**src/rtl/complex_acc_pkg.sv**
```systemverilog
// complex_acc_pkg: shared state encoding and accumulator width derivation for complex_acc.
`default_nettype none

package complex_acc_pkg;

  typedef enum logic [0:0] {
    IDLE  = 1'b0,
    ACCUM = 1'b1
  } state_e;

  localparam int MAX_LEN  = 16;
  localparam int GROWTH_W = $clog2(MAX_LEN);

  // Summing up to MAX_LEN products grows the magnitude by at most GROWTH_W bits.
  function automatic int acc_width(input int in_w);
    return in_w + GROWTH_W;
  endfunction

endpackage

`default_nettype wire

```
**src/rtl/complex_acc.sv**
```systemverilog
// complex_acc: sums LEN complex products per frame; sof mid-frame aborts and restarts the frame.
`default_nettype none

module complex_acc
  import complex_acc_pkg::*;
#(
  parameter int IN_W  = 16,
  parameter int LEN   = 4,
  parameter int OUT_W = acc_width(IN_W)
) (
  input  logic                    clk,
  input  logic                    rst,
  input  logic                    in_valid,
  input  logic                    sof,
  input  logic signed [IN_W-1:0]  in_real,
  input  logic signed [IN_W-1:0]  in_imag,
  output logic signed [OUT_W-1:0] acc_real,
  output logic signed [OUT_W-1:0] acc_imag,
  output logic                    acc_valid,
  output logic                    frame_abort,
  output logic                    busy
);

  localparam int CNT_W = $clog2(LEN);
  localparam logic [CNT_W-1:0] LAST_CNT = CNT_W'(LEN - 1);

  state_e                  state_q, state_d;
  logic [CNT_W-1:0]        count_q, count_d;
  logic signed [OUT_W-1:0] sum_real_q, sum_real_d;
  logic signed [OUT_W-1:0] sum_imag_q, sum_imag_d;
  logic signed [OUT_W-1:0] acc_real_q, acc_real_d;
  logic signed [OUT_W-1:0] acc_imag_q, acc_imag_d;
  logic                    acc_valid_q, acc_valid_d;
  logic                    abort_q, abort_d;

  logic signed [OUT_W-1:0] ext_real, ext_imag;
  logic signed [OUT_W-1:0] add_real, add_imag;
  logic                    last_sample;
  logic                    restart;

  assign ext_real    = OUT_W'(in_real);
  assign ext_imag    = OUT_W'(in_imag);
  assign add_real    = sum_real_q + ext_real;
  assign add_imag    = sum_imag_q + ext_imag;
  assign last_sample = (state_q == ACCUM) && !sof && (count_q == LAST_CNT);
  // Any sample taken in IDLE, or a sof in ACCUM, starts a fresh frame.
  assign restart     = (state_q == IDLE) || sof;

  always_ff @(posedge clk) begin
    if (rst) begin
      state_q     <= IDLE;
      count_q     <= '0;
      sum_real_q  <= '0;
      sum_imag_q  <= '0;
      acc_real_q  <= '0;
      acc_imag_q  <= '0;
      acc_valid_q <= 1'b0;
      abort_q     <= 1'b0;
    end else begin
      state_q     <= state_d;
      count_q     <= count_d;
      sum_real_q  <= sum_real_d;
      sum_imag_q  <= sum_imag_d;
      acc_real_q  <= acc_real_d;
      acc_imag_q  <= acc_imag_d;
      acc_valid_q <= acc_valid_d;
      abort_q     <= abort_d;
    end
  end

  always_comb begin
    state_d = state_q;
    if (in_valid) begin
      case (state_q)
        IDLE:    state_d = ACCUM;
        ACCUM:   state_d = last_sample ? IDLE : ACCUM;
        default: state_d = IDLE;
      endcase
    end
  end

  always_comb begin
    count_d     = count_q;
    sum_real_d  = sum_real_q;
    sum_imag_d  = sum_imag_q;
    acc_real_d  = acc_real_q;
    acc_imag_d  = acc_imag_q;
    acc_valid_d = 1'b0;
    abort_d     = 1'b0;
    if (in_valid) begin
      if (restart) begin
        sum_real_d = ext_real;
        sum_imag_d = ext_imag;
        count_d    = CNT_W'(1);
        abort_d    = (state_q == ACCUM);
      end else if (last_sample) begin
        acc_real_d  = add_real;
        acc_imag_d  = add_imag;
        acc_valid_d = 1'b1;
        sum_real_d  = '0;
        sum_imag_d  = '0;
        count_d     = '0;
      end else begin
        sum_real_d = add_real;
        sum_imag_d = add_imag;
        count_d    = count_q + CNT_W'(1);
      end
    end
  end

  always_comb begin
    busy        = (state_q == ACCUM);
    acc_real    = acc_real_q;
    acc_imag    = acc_imag_q;
    acc_valid   = acc_valid_q;
    frame_abort = abort_q;
  end

endmodule

`default_nettype wire

```
**config.mk**
```make
export PLATFORM = sky130hd
export DESIGN_NAME = complex_acc
export DESIGN_NICKNAME = d
export VERILOG_FILES = /design/src/rtl/complex_acc_pkg.sv /design/src/rtl/complex_acc.sv
export SDC_FILE = /design/constraint.sdc
export NUM_CORES = 1
export LEC_CHECK = 0
export ABC_AREA = 1
export CORE_UTILIZATION = 55
export CTS_CLUSTER_DIAMETER = 100
export DETAILED_ROUTE_END_ITERATION = 7
export GPL_TIMING_DRIVEN = 0
export PLACE_DENSITY = 0.78
export SLEW_MARGIN = 0
export SYNTH_ARGS = -nofsm -noshare
export SYNTH_HDL_FRONTEND = slang
export SYNTH_SLANG_ARGS = --single-unit
```
**constraint.sdc**
```tcl
create_clock -name clk -period 2.15 [get_ports clk]
set_input_delay 0.43 -clock clk [delete_from_list [all_inputs] [get_ports clk]]
set_output_delay 0.43 -clock clk [all_outputs]
set_load 0.02 [all_outputs]
```
# Yosys cells after proc, flatten, opt, wreduce, memory -nomap -nowiden
# Index checks and enable logic that the tools add are counted.
dict set report totals {
  reg_bits 85
  latch_bits 0
  ramBits 0
  rom_bits 0
  inputBits 36
  output_inout_bits 43
  elab_cells 31
  mem_count 0
}
dict set report classes {
  addsub 3
  multipliers 0
  div 0
  magnitude_cmp 0
  eq_ne 1
  shift 0
  n_mux 9
  bitwise_logic 3
  reduce_logical 7
}
# operator n
set op_table {}
lappend op_table {{20-bit two-way mux} 4}
lappend op_table {{20-bit by 16-bit adder with 20-bit output} 2}
lappend op_table {{3-bit OR reduction} 2}
lappend op_table {{2-bit two-way mux} 2}
lappend op_table {{1-bit inverter} 3}
lappend op_table {{3-bit AND reduction} 1}
lappend op_table {{2-bit by 1-bit adder with 2-bit output (second input constant)} 1}
lappend op_table {{2-bit == test (second input constant)} 1}
lappend op_table {{1-bit logical AND} 2}
lappend op_table {{1-bit two-way mux} 2}
lappend op_table {{1-bit one-hot mux with 2 select lines} 1}
lappend op_table {{1-bit logical NOT} 1}
lappend op_table {{1-bit logical OR} 1}

# Depth between registers and ports, before layout
dict set report depth {
  depth_word 5
  mapped_depth 12
}

# Worst setup path after synthesis
# No wires, ideal clock.
dict set report synth_path {
  path_kind {input to register}
  from {in in_imag[0]}
  to {reg sum_imag_q[16]}
  setup_ns 0.070
  arrival_time_ns 1.761
  required_time_ns 2.080
  setup_slack_ns 0.320
  stages 11
  path_buffers 0
  path_cell_list {ha_1 fa_1 nand3_1 nand3_1 nand3_1 nand2_1 nand2_1 nand2_1 nand2_1 nand3_1 a21oi_1}
}
dict set report synth_via {
  elab_chain_cells 3
}
# item line
set synth_lines {}
lappend synth_lines {{start, declared} complex_acc.sv:16} ;# input logic signed [IN_W-1:0] in_imag,
lappend synth_lines {{20-bit by 16-bit adder with 20-bit output} complex_acc.sv:44} ;# assign add_imag = sum_imag_q + ext_imag;
lappend synth_lines {{20-bit two-way mux} complex_acc.sv:96} ;# end else if (last_sample) begin
lappend synth_lines {{20-bit two-way mux} complex_acc.sv:91} ;# if (restart) begin
lappend synth_lines {{end signal, assigned} complex_acc.sv:63} ;# sum_imag_q <= sum_imag_d;
lappend synth_lines {{end, declared} complex_acc.sv:30} ;# logic signed [OUT_W-1:0] sum_imag_q, sum_imag_d;
# No other way between the ends.
# A chain may end at the register's enable or synchronous reset.

# Final worst setup path
dict set report layout_path {
  from {in in_real[0]}
  to {reg sum_real_q[8]}
}
dict set report layout_via {
  elab_chain_cells 3
}
# item line
set layout_lines {}
lappend layout_lines {{start, declared} complex_acc.sv:15} ;# input logic signed [IN_W-1:0] in_real,
lappend layout_lines {{20-bit by 16-bit adder with 20-bit output} complex_acc.sv:43} ;# assign add_real = sum_real_q + ext_real;
lappend layout_lines {{20-bit two-way mux} complex_acc.sv:96}
lappend layout_lines {{20-bit two-way mux} complex_acc.sv:91}
lappend layout_lines {{end signal, assigned} complex_acc.sv:62} ;# sum_real_q <= sum_real_d;
lappend layout_lines {{end, declared} complex_acc.sv:29} ;# logic signed [OUT_W-1:0] sum_real_q, sum_real_d;
# No other way between the ends.

==> insert_results.sql <==
INSERT INTO impl_metrics (metric_group, metric, value, unit) VALUES
('outcome', 'run_status', 'complete, no violations', ''),
('sta', 'slew_violations', '0', ''),
('power', 'p_per_area', '607', 'mW/mm^2'),
('hold_path', 'hold_class', 'flop to flop', ''),
('global_route', 'initial_antenna_violation_count', '0', ''),
('die', 'floorplan.initialDensity', '57.4', '%'),
('logic_synthesis', 'ys.warnings.count', '0', ''),
('setup_path', 'worst_setup_path_start_kind', 'primary input', ''),
('die', 'die_height', '101', 'microns'),
('die', 'std_cell_rows', '35', ''),
('cts', 'numCtsBuffers', '9', ''),
('logic_synthesis', 'synth.net_count', '884', ''),
('cts', 'clockRootBuffer', 'clkbuf_8', ''),
('cts', 'clock_latency', '380', 'ps'),
('route', 'routed-via-count', '5806', ''),
('route', 'detailedRoute.firstIterationViolations', '338', ''),
('sta', 'fin_crit', '2050', 'ps'),
('placement', 'place.gp.congestion', '0.901', ''),
('placement', 'detailedPlacementHpwl', '12100', 'microns'),
('sta', 'finalClockSkew', '11.3', 'ps'),
('route', 'detail_route.vias_per_cell', '5.64', ''),
('cts', 'clk_pin_slew', '90', 'ps'),
('cts', 'max_root_sink_buffers', '2', ''),
('logic_synthesis', 'synth.distinct_cells', '30', ''),
('logic_synthesis', 'post_synth_instance_area', '0.00538', 'sq mm'),
('cts', 'htree_levels', '3', ''),
('setup_path', 'crit_type', 'primary input to flop', ''),
('route', 'route.detailed.drc', '0', ''),
('power', 'p_leak', '3.12', 'nW'),
('global_route', 'grt_pass1_vias', '5431', ''),
('cts', 'post-cts-setup-buffer-count', '0', ''),
('cts', 'clock_tree_from_tritoncts', 'yes', ''),
('global_route', 'wire_length_of_the_first_global_routing_pass', '25500', 'microns'),
('layout', 'syn_to_final_growth', '23.2', '%'),
('global_route', 'grtUsageTotal', '32.6', '%'),
('logic_synthesis', 'postSynthAreaPerCell', '6.66', 'sq um'),
('job', 'cap_violations', '0', ''),
('setup_path', 'critical_path_sink_type', 'flop', ''),
('route', 'detail_route.first_pass.iterations', '5', ''),
('cts', 'holdBufCountCts', '0', ''),
('layout', 'final_instance_area', '0.00662', 'sq mm'),
('setup_path', 'worst-endpoint-arrival', '2360', 'ps'),
('placement', 'dpl-instance-area', '0.00632', 'sq mm'),
('die', 'ios', '79', ''),
('layout', 'insertedDiodeCount', '0', ''),
('global_route', 'grt-ovfl-total', '0', ''),
('die', 'die_area', '0.0102', 'sq mm'),
('layout', 'post_route_cells_drive_above_1_share', '5.66', '%'),
('sta', 'max_freq', '487', 'MHz'),
('route', 'drt.antenna.violating_nets', '0', ''),
('setup_path', 'r2r_setup_slack', '340', 'ps'),
('layout', 'final_cell_mix', 'nand2_1, a21oi_1, dfxtp_1', ''),
('placement', 'place.port_buffers', '78', ''),
('sta', 'tns', '0', 'ps'),
('route', 'route.detailed.wl_per_inst', '15.6', 'microns'),
('layout', 'leading_cell_type_in_the_layout_fill_and_taps_excluded', 'nand2_1', ''),
('sta', 'setup_viol_count_final', '0', ''),
('die', 'die_x', '101', 'microns'),
('power', 'worst_ir_drop_vdd', '0.621', 'mV'),
('sta', 'worstMarginPinSlew', '689', 'ps'),
('cts', 'cts_sinks', '85', ''),
('sta', 'timing_hold_violations_final', '0', ''),
('sta', 'post-route-period-util', '95.5', '%'),
('setup_path', 'maximum_fanout_encountered_on_the_critical_timing_path', '4', ''),
('layout', 'nNetsFinal', '973', ''),
('global_route', 'grt_max_degree', '14', ''),
('logic_synthesis', 'synthesis.instances', '807', ''),
('logic_synthesis', 'ffs_latches_synth', '85', ''),
('sta', 'rsz0062_at_grt', 'no', ''),
('setup_path', 'worstPathRequired', '2450', 'ps'),
('die', 'coreArea', '0.00937', 'sq mm'),
('sta', 'hold_slack', '452', 'ps'),
('sta', 'slew-limit-headroom', '54.0', '%'),
('route', 'routed_wl', '16000', 'microns'),
('logic_synthesis', 'sequential_fraction_of_the_synthesis_area', '31.6', '%');
## power breakdown
part / total (W) / switching (W) / internal [W]
clock: 0.00126 / 0.000609 / 0.000655
combinational: 0.00108 / 0.000677 / 0.000403
sequential: 0.00168 / 0.0000406 / 0.00164
## worst paths after layout
path,from,depth (start not counted),endpoint
worst max-delay path,in_real[0],10,sum_real_q[8]$_SDFFE_PP0P_
worst min-delay path,acc_real[11]$_SDFFE_PP0P_,2,acc_real[11]$_SDFFE_PP0P_
worst max register to register,sum_imag_q[0]$_SDFFE_PP0P_,11,sum_imag_q[16]$_SDFFE_PP0P_
worst min register to register,acc_real[11]$_SDFFE_PP0P_,2,acc_real[11]$_SDFFE_PP0P_
## worst max-delay path, cell delays in order
cell and delay (ps):
clkdlybuf4s50_1 470, ha_2 230, fa_2 400, nand3_1 100
nand3_2 90, nand2_1 80, nand2_2 100, xor2_2 200
nand2_1 80, a21oi_1 170
## synth_stat cells, drive strengths merged
cell type	n	share of area (%)
xor2	7	1.1
nor4	1	0.12
nand2	244	17
inv	78	5.4
a21oi	108	10
a22o	13	2.1
dfxtp	85	32
o21ai	50	4.7
o211ai	1	0.14
and3	1	0.12
xnor2	8	1.3
and2	6	0.70
nor2	42	3.2
clkbuf	16	1.1
ha	39	9.1
nand3	72	6.9
nand3b	14	2.0
o21bai	5	0.70
nor3	1	0.093
fa	2	0.74
or2	1	0.12
buf	10	1.3
nand4	3	0.35
## layout make-up
cell class / count / area [sq um]
clock inverter: 4 / 72.6
tap: 129 / 161
fill: 860 / 2750
inverter: 78 / 293
multi-input combinational: 618 / 3340
timing repair buffer: 78 / 786
sequential: 85 / 1700
clock buffer: 12 / 135
buffer: 26 / 131
## state kept, by name (all words and copies together) (netlist names)
register / flops
busy: 1
acc_real: 20
frame_abort: 1
sum_real_q: 20
sum_imag_q: 20
acc_valid: 1
acc_imag: 20
count_q: 2
## what timing repair did
action	in CTS	in global routing
gates resized for setup	3	14
pin swaps	0	1
endpoints found under the setup margin	7	19
## cell families after synthesis
| logic type | after synthesis | share of synthesized area (%) |
|---|---|---|
| AO/OA/AOI/OAI | 177 | 17.7 |
| XOR/XNOR | 15 | 2.44 |
| adder cells (fa/ha/maj) | 41 | 9.82 |
| buffers and inverters | 104 | 7.89 |
| flip-flops | 85 | 31.6 |
| AND/OR/NAND/NOR | 385 | 30.5 |
## routing by layer
| layer | track usage (%) | wire (microns) | part of all wire, % |
|---|---|---|---|
| met1 | 44.6 | 7380 | 46 |
| met4 | 11.4 | 287 | 1.8 |
| met2 | 51.2 | 6940 | 43 |
| met5 | 0 | 0 | 0 |
| met3 | 6.59 | 1420 | 8.9 |
## metrics by stage
step	total power, W	utilization, %	cells	worst slack, ps
after floorplan	0.00243	-	807	320
after global placement	0.00271	67.4	1014	-434
after detailed placement	0.00273	67.4	1014	-474
after CTS	0.00398	69.8	1030	9.95
after global routing	0.00422	70.7	1030	3.04
final	0.00402	70.7	1030	95.8
Power figures use the tool's default switching activity.
